==> src/rtl/core_reset_quiescer_pkg.sv <==
// Shared types for the core warm-reset quiescer.
// State encoding and AXI port indices.
package core_reset_quiescer_pkg;

  typedef enum logic [1:0] {
    S_RESET,
    S_RELEASE,
    S_IDLE,
    S_DRAIN
  } state_e;

  localparam int unsigned NPORT     = 2;
  localparam int unsigned PORT_MEM  = 0;
  localparam int unsigned PORT_MMIO = 1;

endpackage

==> src/rtl/core_reset_quiescer_if.sv <==
// Snooped AXI handshake wires and the per-channel issue gates.
// The quiescer is the slave: it watches the bus and drives the gates.
interface core_reset_quiescer_if;
  import core_reset_quiescer_pkg::*;

  logic [NPORT-1:0] aw_valid;
  logic [NPORT-1:0] aw_ready;
  logic [NPORT-1:0] ar_valid;
  logic [NPORT-1:0] ar_ready;
  logic [NPORT-1:0] b_valid;
  logic [NPORT-1:0] b_ready;
  logic [NPORT-1:0] r_valid;
  logic [NPORT-1:0] r_ready;
  logic [NPORT-1:0] r_last;
  logic [NPORT-1:0] aw_gate;
  logic [NPORT-1:0] ar_gate;

  modport master (
    output aw_valid, aw_ready,
    output ar_valid, ar_ready,
    output b_valid, b_ready,
    output r_valid, r_ready, r_last,
    input  aw_gate, ar_gate
  );

  modport slave (
    input  aw_valid, aw_ready,
    input  ar_valid, ar_ready,
    input  b_valid, b_ready,
    input  r_valid, r_ready, r_last,
    output aw_gate, ar_gate
  );

endinterface

==> src/rtl/core_reset_quiescer_counter.sv <==
// Saturating outstanding-transaction counter.
// Balanced inc/dec holds; dec at zero and inc at max are dropped.
module outstanding_counter #(
  parameter int unsigned OUT_W = 4
) (
  input  logic             clk_i,
  input  logic             rst_i,
  input  logic             inc_i,
  input  logic             dec_i,
  input  logic             clr_i,
  output logic [OUT_W-1:0] cnt_o
);

  localparam logic [OUT_W-1:0] MAX = '1;

  logic [OUT_W-1:0] cnt_q;
  logic [OUT_W-1:0] cnt_d;

  always_comb begin
    cnt_d = cnt_q;
    unique case (1'b1)
      clr_i:
        cnt_d = '0;
      !clr_i && inc_i && !dec_i && (cnt_q != MAX):
        cnt_d = cnt_q + OUT_W'(1);
      !clr_i && dec_i && !inc_i && (cnt_q != '0):
        cnt_d = cnt_q - OUT_W'(1);
      default: ;
    endcase
  end

  always_ff @(posedge clk_i) begin
    if (rst_i) begin
      cnt_q <= '0;
    end else begin
      cnt_q <= cnt_d;
    end
  end

  assign cnt_o = cnt_q;

endmodule

==> src/rtl/core_reset_quiescer.sv <==
// Fences AXI issue, drains in-flight bursts, then pulses core reset.
// All outputs come straight from registers.
module core_reset_quiescer
  import core_reset_quiescer_pkg::*;
#(
  parameter int unsigned OUT_W          = 4,
  parameter int unsigned TIMEOUT_CYCLES = 1024,
  parameter int unsigned RESET_CYCLES   = 16
) (
  input  logic                 clock,
  input  logic                 reset,
  input  logic                 rst_req,
  core_reset_quiescer_if.slave bus,
  output logic                 core_reset,
  output logic                 busy,
  output logic                 timed_out
);

  localparam int unsigned TMAX =
    (TIMEOUT_CYCLES > RESET_CYCLES) ? TIMEOUT_CYCLES : RESET_CYCLES;
  localparam int unsigned TW = $clog2(TMAX + 1);

  state_e           state_q;
  logic [TW-1:0]    tmr_q;
  logic [NPORT-1:0] aw_gate_q;
  logic [NPORT-1:0] ar_gate_q;
  logic             core_reset_q;
  logic             busy_q;
  logic             timed_out_q;

  logic [OUT_W-1:0] wr_cnt [NPORT];
  logic [OUT_W-1:0] rd_cnt [NPORT];
  logic [NPORT-1:0] cnt_zero;
  logic             clr;
  logic             drained;
  logic [NPORT-1:0] aw_fence;
  logic [NPORT-1:0] ar_fence;

  assign clr = (state_q == S_RESET);

  for (genvar i = 0; i < NPORT; i++) begin : g_port
    outstanding_counter #(.OUT_W(OUT_W)) u_wr (
      .clk_i (clock),
      .rst_i (reset),
      .inc_i (bus.aw_valid[i] & bus.aw_ready[i] & ~aw_gate_q[i]),
      .dec_i (bus.b_valid[i] & bus.b_ready[i]),
      .clr_i (clr),
      .cnt_o (wr_cnt[i])
    );
    outstanding_counter #(.OUT_W(OUT_W)) u_rd (
      .clk_i (clock),
      .rst_i (reset),
      .inc_i (bus.ar_valid[i] & bus.ar_ready[i] & ~ar_gate_q[i]),
      .dec_i (bus.r_valid[i] & bus.r_ready[i] & bus.r_last[i]),
      .clr_i (clr),
      .cnt_o (rd_cnt[i])
    );
    assign cnt_zero[i] = (wr_cnt[i] == '0) && (rd_cnt[i] == '0);
  end

  // A channel may only close when no valid is stalled waiting for ready.
  assign aw_fence = aw_gate_q | ~(bus.aw_valid & ~bus.aw_ready);
  assign ar_fence = ar_gate_q | ~(bus.ar_valid & ~bus.ar_ready);
  assign drained  = (&aw_gate_q) & (&ar_gate_q) & (&cnt_zero);

  always_ff @(posedge clock) begin
    if (reset) begin
      state_q      <= S_RESET;
      tmr_q        <= '0;
      aw_gate_q    <= '1;
      ar_gate_q    <= '1;
      core_reset_q <= 1'b1;
      busy_q       <= 1'b1;
      timed_out_q  <= 1'b0;
    end else begin
      unique case (state_q)
        S_RESET: begin
          if (tmr_q == TW'(RESET_CYCLES - 1)) begin
            state_q      <= S_RELEASE;
            tmr_q        <= '0;
            core_reset_q <= 1'b0;
          end else begin
            tmr_q <= tmr_q + TW'(1);
          end
        end
        S_RELEASE: begin
          state_q   <= S_IDLE;
          aw_gate_q <= '0;
          ar_gate_q <= '0;
          busy_q    <= 1'b0;
        end
        S_IDLE: begin
          if (rst_req) begin
            state_q     <= S_DRAIN;
            tmr_q       <= '0;
            busy_q      <= 1'b1;
            timed_out_q <= 1'b0;
          end
        end
        S_DRAIN: begin
          if (drained) begin
            state_q      <= S_RESET;
            tmr_q        <= '0;
            core_reset_q <= 1'b1;
          end else if (tmr_q == TW'(TIMEOUT_CYCLES - 1)) begin
            state_q      <= S_RESET;
            tmr_q        <= '0;
            core_reset_q <= 1'b1;
            aw_gate_q    <= '1;
            ar_gate_q    <= '1;
            timed_out_q  <= 1'b1;
          end else begin
            tmr_q     <= tmr_q + TW'(1);
            aw_gate_q <= aw_fence;
            ar_gate_q <= ar_fence;
          end
        end
        default: state_q <= S_RESET;
      endcase
    end
  end

  assign bus.aw_gate = aw_gate_q;
  assign bus.ar_gate = ar_gate_q;
  assign core_reset  = core_reset_q;
  assign busy        = busy_q;
  assign timed_out   = timed_out_q;

endmodule

==> src/flat_wrapper.sv <==
// flat-port wrapper written by rule: the top's interface ports become plain ports
module core_reset_quiescer_flat import core_reset_quiescer_pkg::*;
#(
  parameter int unsigned OUT_W          = 4,
  parameter int unsigned TIMEOUT_CYCLES = 1024,
  parameter int unsigned RESET_CYCLES   = 16
)
  (clock, reset, rst_req, core_reset, busy, timed_out, bus_aw_valid, bus_aw_ready, bus_ar_valid, bus_ar_ready, bus_b_valid, bus_b_ready, bus_r_valid, bus_r_ready, bus_r_last, bus_aw_gate, bus_ar_gate);
  core_reset_quiescer_if bus_i ();
  input  logic clock;
  input  logic reset;
  input  logic rst_req;
  output logic core_reset;
  output logic busy;
  output logic timed_out;
  input wire logic [$bits(bus_i.aw_valid)-1:0] bus_aw_valid;
  input wire logic [$bits(bus_i.aw_ready)-1:0] bus_aw_ready;
  input wire logic [$bits(bus_i.ar_valid)-1:0] bus_ar_valid;
  input wire logic [$bits(bus_i.ar_ready)-1:0] bus_ar_ready;
  input wire logic [$bits(bus_i.b_valid)-1:0] bus_b_valid;
  input wire logic [$bits(bus_i.b_ready)-1:0] bus_b_ready;
  input wire logic [$bits(bus_i.r_valid)-1:0] bus_r_valid;
  input wire logic [$bits(bus_i.r_ready)-1:0] bus_r_ready;
  input wire logic [$bits(bus_i.r_last)-1:0] bus_r_last;
  output wire logic [$bits(bus_i.aw_gate)-1:0] bus_aw_gate;
  output wire logic [$bits(bus_i.ar_gate)-1:0] bus_ar_gate;
  assign bus_i.aw_valid = bus_aw_valid;
  assign bus_i.aw_ready = bus_aw_ready;
  assign bus_i.ar_valid = bus_ar_valid;
  assign bus_i.ar_ready = bus_ar_ready;
  assign bus_i.b_valid = bus_b_valid;
  assign bus_i.b_ready = bus_b_ready;
  assign bus_i.r_valid = bus_r_valid;
  assign bus_i.r_ready = bus_r_ready;
  assign bus_i.r_last = bus_r_last;
  assign bus_aw_gate = bus_i.aw_gate;
  assign bus_ar_gate = bus_i.ar_gate;
  core_reset_quiescer #(.OUT_W(OUT_W), .TIMEOUT_CYCLES(TIMEOUT_CYCLES), .RESET_CYCLES(RESET_CYCLES)) u_core (.clock(clock), .reset(reset), .rst_req(rst_req), .bus(bus_i), .core_reset(core_reset), .busy(busy), .timed_out(timed_out));
endmodule
==> config.mk <==
export PLATFORM = sky130hd
export DESIGN_NAME = core_reset_quiescer_flat
export DESIGN_NICKNAME = d
export VERILOG_FILES = /design/src/rtl/core_reset_quiescer_pkg.sv /design/src/rtl/core_reset_quiescer_if.sv /design/src/rtl/core_reset_quiescer_counter.sv /design/src/rtl/core_reset_quiescer.sv /design/src/flat_wrapper.sv
export SDC_FILE = /design/constraint.sdc
export NUM_CORES = 1
export LEC_CHECK = 0
export ABC_AREA = 1
export CORE_MARGIN = 1
export CORE_UTILIZATION = 42
export CTS_CLUSTER_DIAMETER = 100
export DETAILED_ROUTE_END_ITERATION = 10
export PLACE_DENSITY = 0.71
export SYNTH_ARGS = -nofsm -noshare
export SYNTH_HDL_FRONTEND = slang
export SYNTH_SLANG_ARGS = --single-unit
==> constraint.sdc <==
create_clock -name clock -period 3.01 [get_ports clock]
set_input_delay 0.4515 -clock clock [delete_from_list [all_inputs] [get_ports clock]]
set_output_delay 0.4515 -clock clock [all_outputs]
set_load 0.02 [all_outputs]
==> results.py <==
metrics = {
    "run_status": {
        "outcome": "completed",
    },
    "global_routing": {
        "track_usage_pct": 19.6,
        "grt_pass1_vias": 2135,
        "grt.overflow.total": 0,
        "antenna_found_initial": 0,
        "grt_start_max_net_pins": 14,
        "grt_pass1_wl_mm": 9.35,
    },
    "sta": {
        "tightest_slew_ps": 388,
        "whs_ps": 468,
        "timing.final.crit_period_ps": 2410,
        "period_share_pct": 79.9,
        "rsz0062_at_grt": "no",
        "fmax_mhz": 416,
        "hold_viol_final": 0,
        "tns_ps": 0,
        "relSlewSlack_pct": 74.0,
        "setup_viol": 0,
        "skew_ps": 6.77,
        "slew_viol_final": 0,
    },
    "route": {
        "first_iter_violations": 105,
        "drt_pass1_iterations": 4,
        "drc": 0,
        "dr_total_vias": 2257,
        "ant_nets": 0,
        "viasPerCell": 5.13,
        "wl_per_cell_um": 11.9,
        "routed_wl_mm": 5.25,
    },
    "cells_and_area": {
        "drive_above_1_share_pct": 7.03,
        "fin_util_pct": 53.4,
        "area_delta_synth_final_pct": 20.0,
        "antennaDiodeCount": 0,
        "nets": 408,
        "stdcell_area_um2": 2800,
    },
    "worst_setup_path": {
        "cpPeakStageDelay_ps": 390,
        "cp.arrival_ps": 2600,
        "cp-endpoint": "u_core.g_port[1].u_wr.cnt_o[3]",
        "cp-startpoint": "u_core.state_q[0]",
        "cp-start-kind": "flip-flop",
        "path_depth": 14,
        "reg2reg_slack_ps": 600,
        "path_class": "flip-flop to flip-flop",
        "cp_num_buf_inv": 4,
        "end_kind": "flip-flop",
        "r2r_cells": 14,
        "reg2reg_from": "u_core.state_q[0]",
        "required_ps": 3200,
        "critPathTopFamily": "simple AND/OR/NAND/NOR gates",
        "cpMostUsedCell": "inv_1",
        "critPathSlowestCell": "dfxtp_1",
        "cp_cell_sequence": "inv_1 -> ha_1 -> inv_1 -> nand3_1 -> nor2_1 -> nand2_1 -> inv_1 -> ha_1 -> a21oi_1 -> nand3_1 -> nand3_1 -> nand2_1 -> o21ai_0 -> inv_1",
        "worstReg2RegEnd": "u_core.g_port[1].u_wr.cnt_o[3]",
        "crit_fanout": 11,
    },
    "yosys": {
        "syn_nets": 376,
        "synth_edf_count": 0,
        "ys_ff_latch": 36,
        "syn_inst": 337,
        "ys_seq_area_share_pct": 30.9,
        "yosysMostFrequentCell": "nand2_1",
        "synth_top_area_share_pct": 30.9,
        "yosysWarnings": 0,
        "synth_cell_types": 33,
        "synth_area_um2": 2330,
        "ys_top_cells_by_area": "dfxtp_1, nand2_1, nand3_1",
        "async_flop_share_pct": 0,
        "yosys_most_used_dff": "dfxtp_1",
        "synth_area_leader_cell": "dfxtp_1",
        "syn_area_per_cell_um2": 6.92,
        "synth_common_cells": "nand2_1, nand3_1, nor2_1",
    },
    "floorplan": {
        "die_area_um2": 5860,
        "initial_core_util_pct": 44.5,
        "die_w_um": 76.5,
        "rows": 26,
        "fp.coreArea_um2": 5240,
        "die-height_um": 76.5,
        "ios": 28,
    },
    "worst_hold_path": {
        "hold_class": "flip-flop to flip-flop",
    },
    "pwr": {
        "vdd_ir_drop_max_v": 0.000300,
        "cellPowerDensity_nw_per_um2": 543,
        "p_leak_uw": 0.00131,
    },
    "clock_network": {
        "path_clk_slew_ps": 80,
        "cts_tree": "done",
        "clock_latency_ps": 290,
        "cts.sinks": 36,
        "htreeDepth": 2,
        "cts_buffers": 5,
        "root_buffer": "clkbuf_8",
        "cts-resized-gates": 0,
        "postCtsHoldBufs": 0,
        "postCtsSetupBuffers": 0,
        "clock_path_buffers": 2,
    },
    "placement": {
        "placed_area_um2": 2690,
        "gp_congestion": 0.870,
        "post-dp-hpwl_mm": 4.12,
        "io_buffers": 27,
    },
    "run": {
        "maxCapViolCount": 0,
    },
}
## placed cells by master (no fill, tap or decap)
| cell | instances |
|---|---|
| or2_2 | 1 |
| o21ai_0 | 6 |
| clkinvlp_4 | 1 |
| o31ai_1 | 1 |
| nand3_1 | 47 |
| nor2_1 | 39 |
| nand2_2 | 5 |
| a21o_1 | 6 |
| bufinv_16 | 1 |
| a21oi_1 | 29 |
| and2_1 | 1 |
| ha_1 | 14 |
| nor2_2 | 1 |
| nor3_1 | 4 |
| clkinv_1 | 1 |
| dfxtp_1 | 36 |
| clkinv_2 | 1 |
| inv_1 | 33 |
| clkbuf_8 | 5 |
| o21ai_1 | 1 |
| nand2_1 | 72 |
| nand4_1 | 9 |
| o32ai_1 | 1 |
| fa_1 | 4 |
| inv_2 | 2 |
| buf_4 | 3 |
| nor3_2 | 1 |
| nor2_4 | 1 |
| clkdlybuf4s50_1 | 27 |
| nand3b_1 | 1 |
| o211ai_1 | 4 |
| a22oi_1 | 1 |
| nand3_4 | 1 |
| xor2_1 | 7 |
| nand3_2 | 2 |
| nand2_4 | 1 |
## power by group
group          internal, µW  switching [µW]  leakage (µW)
clock network           245             186     0.0000541
logic                   207             311      0.000969
registers               528            43.4      0.000292
## cell type report
cell class              count  area [µm²]
inverters                  36         135
well taps                  70        87.6
clock inverters             3        42.5
fillers                   512        2440
multi-input cells         260        1450
flip-flops and latches     36         721
repair buffers             30         293
clock buffers               5        68.8
## per-layer routing
layer | wire [µm] | share of wire, % | GRT usage, %
met1 | 2500 | 48 | 24.6
met3 | 213 | 4.1 | 4.07
met5 | 0 | 0 | 0
met4 | 91 | 1.7 | 8.46
met2 | 2450 | 47 | 32.5
## through the flow
| stage | power, µW | setup slack [ps] | cells |
|---|---|---|---|
| final | 1520 | 604 | 440 |
| after detailed placement | 1100 | 608 | 432 |
| after global routing | 1630 | 286 | 440 |
| after global placement | 1100 | 616 | 432 |
| after floorplan | 930 | 927 | 337 |
| after CTS | 1540 | 598 | 440 |
## worst min-delay path by stage
| stage | startpoint | end | slack (ps) | cells after the start |
|---|---|---|---|---|
| after floorplan | u_core.tmr_q[7] | u_core.tmr_q[7] | 450 | 2 |
| after global placement | u_core.core_reset | u_core.core_reset | 460 | 2 |
| after CTS | u_core.core_reset | u_core.core_reset | 480 | 2 |
| after global routing | u_core.tmr_q[7] | u_core.tmr_q[7] | 510 | 2 |
| after detailed placement | u_core.core_reset | u_core.core_reset | 460 | 2 |
| final | u_core.core_reset | u_core.core_reset | 470 | 2 |
## worst min-delay path, cell delays in order, from the launching register on
cell	delay [ps]
dfxtp_1	340
nand2_1	50
nand3_1	50
## sequential cells by signal, indices dropped and copies added (netlist names)
signal	flops
u_core.state_q	2
u_core.g_port.u_rd.cnt_o	8
u_core.bus.aw_gate	2
u_core.core_reset	1
u_core.busy	1
u_core.g_port.u_wr.cnt_o	8
u_core.bus.ar_gate	2
u_core.tmr_q	11
u_core.timed_out	1
## kinds of logic after synthesis
logic type / count (synthesis) / share of synthesized area (%)
simple gates: 186 / 36.7
fa+ha+maj: 18 / 10.9
flops: 36 / 30.9
buf+inv: 41 / 6.87
xor+xnor: 7 / 2.63
compound gates: 49 / 12.0
Power figures use the tool's default switching activity.
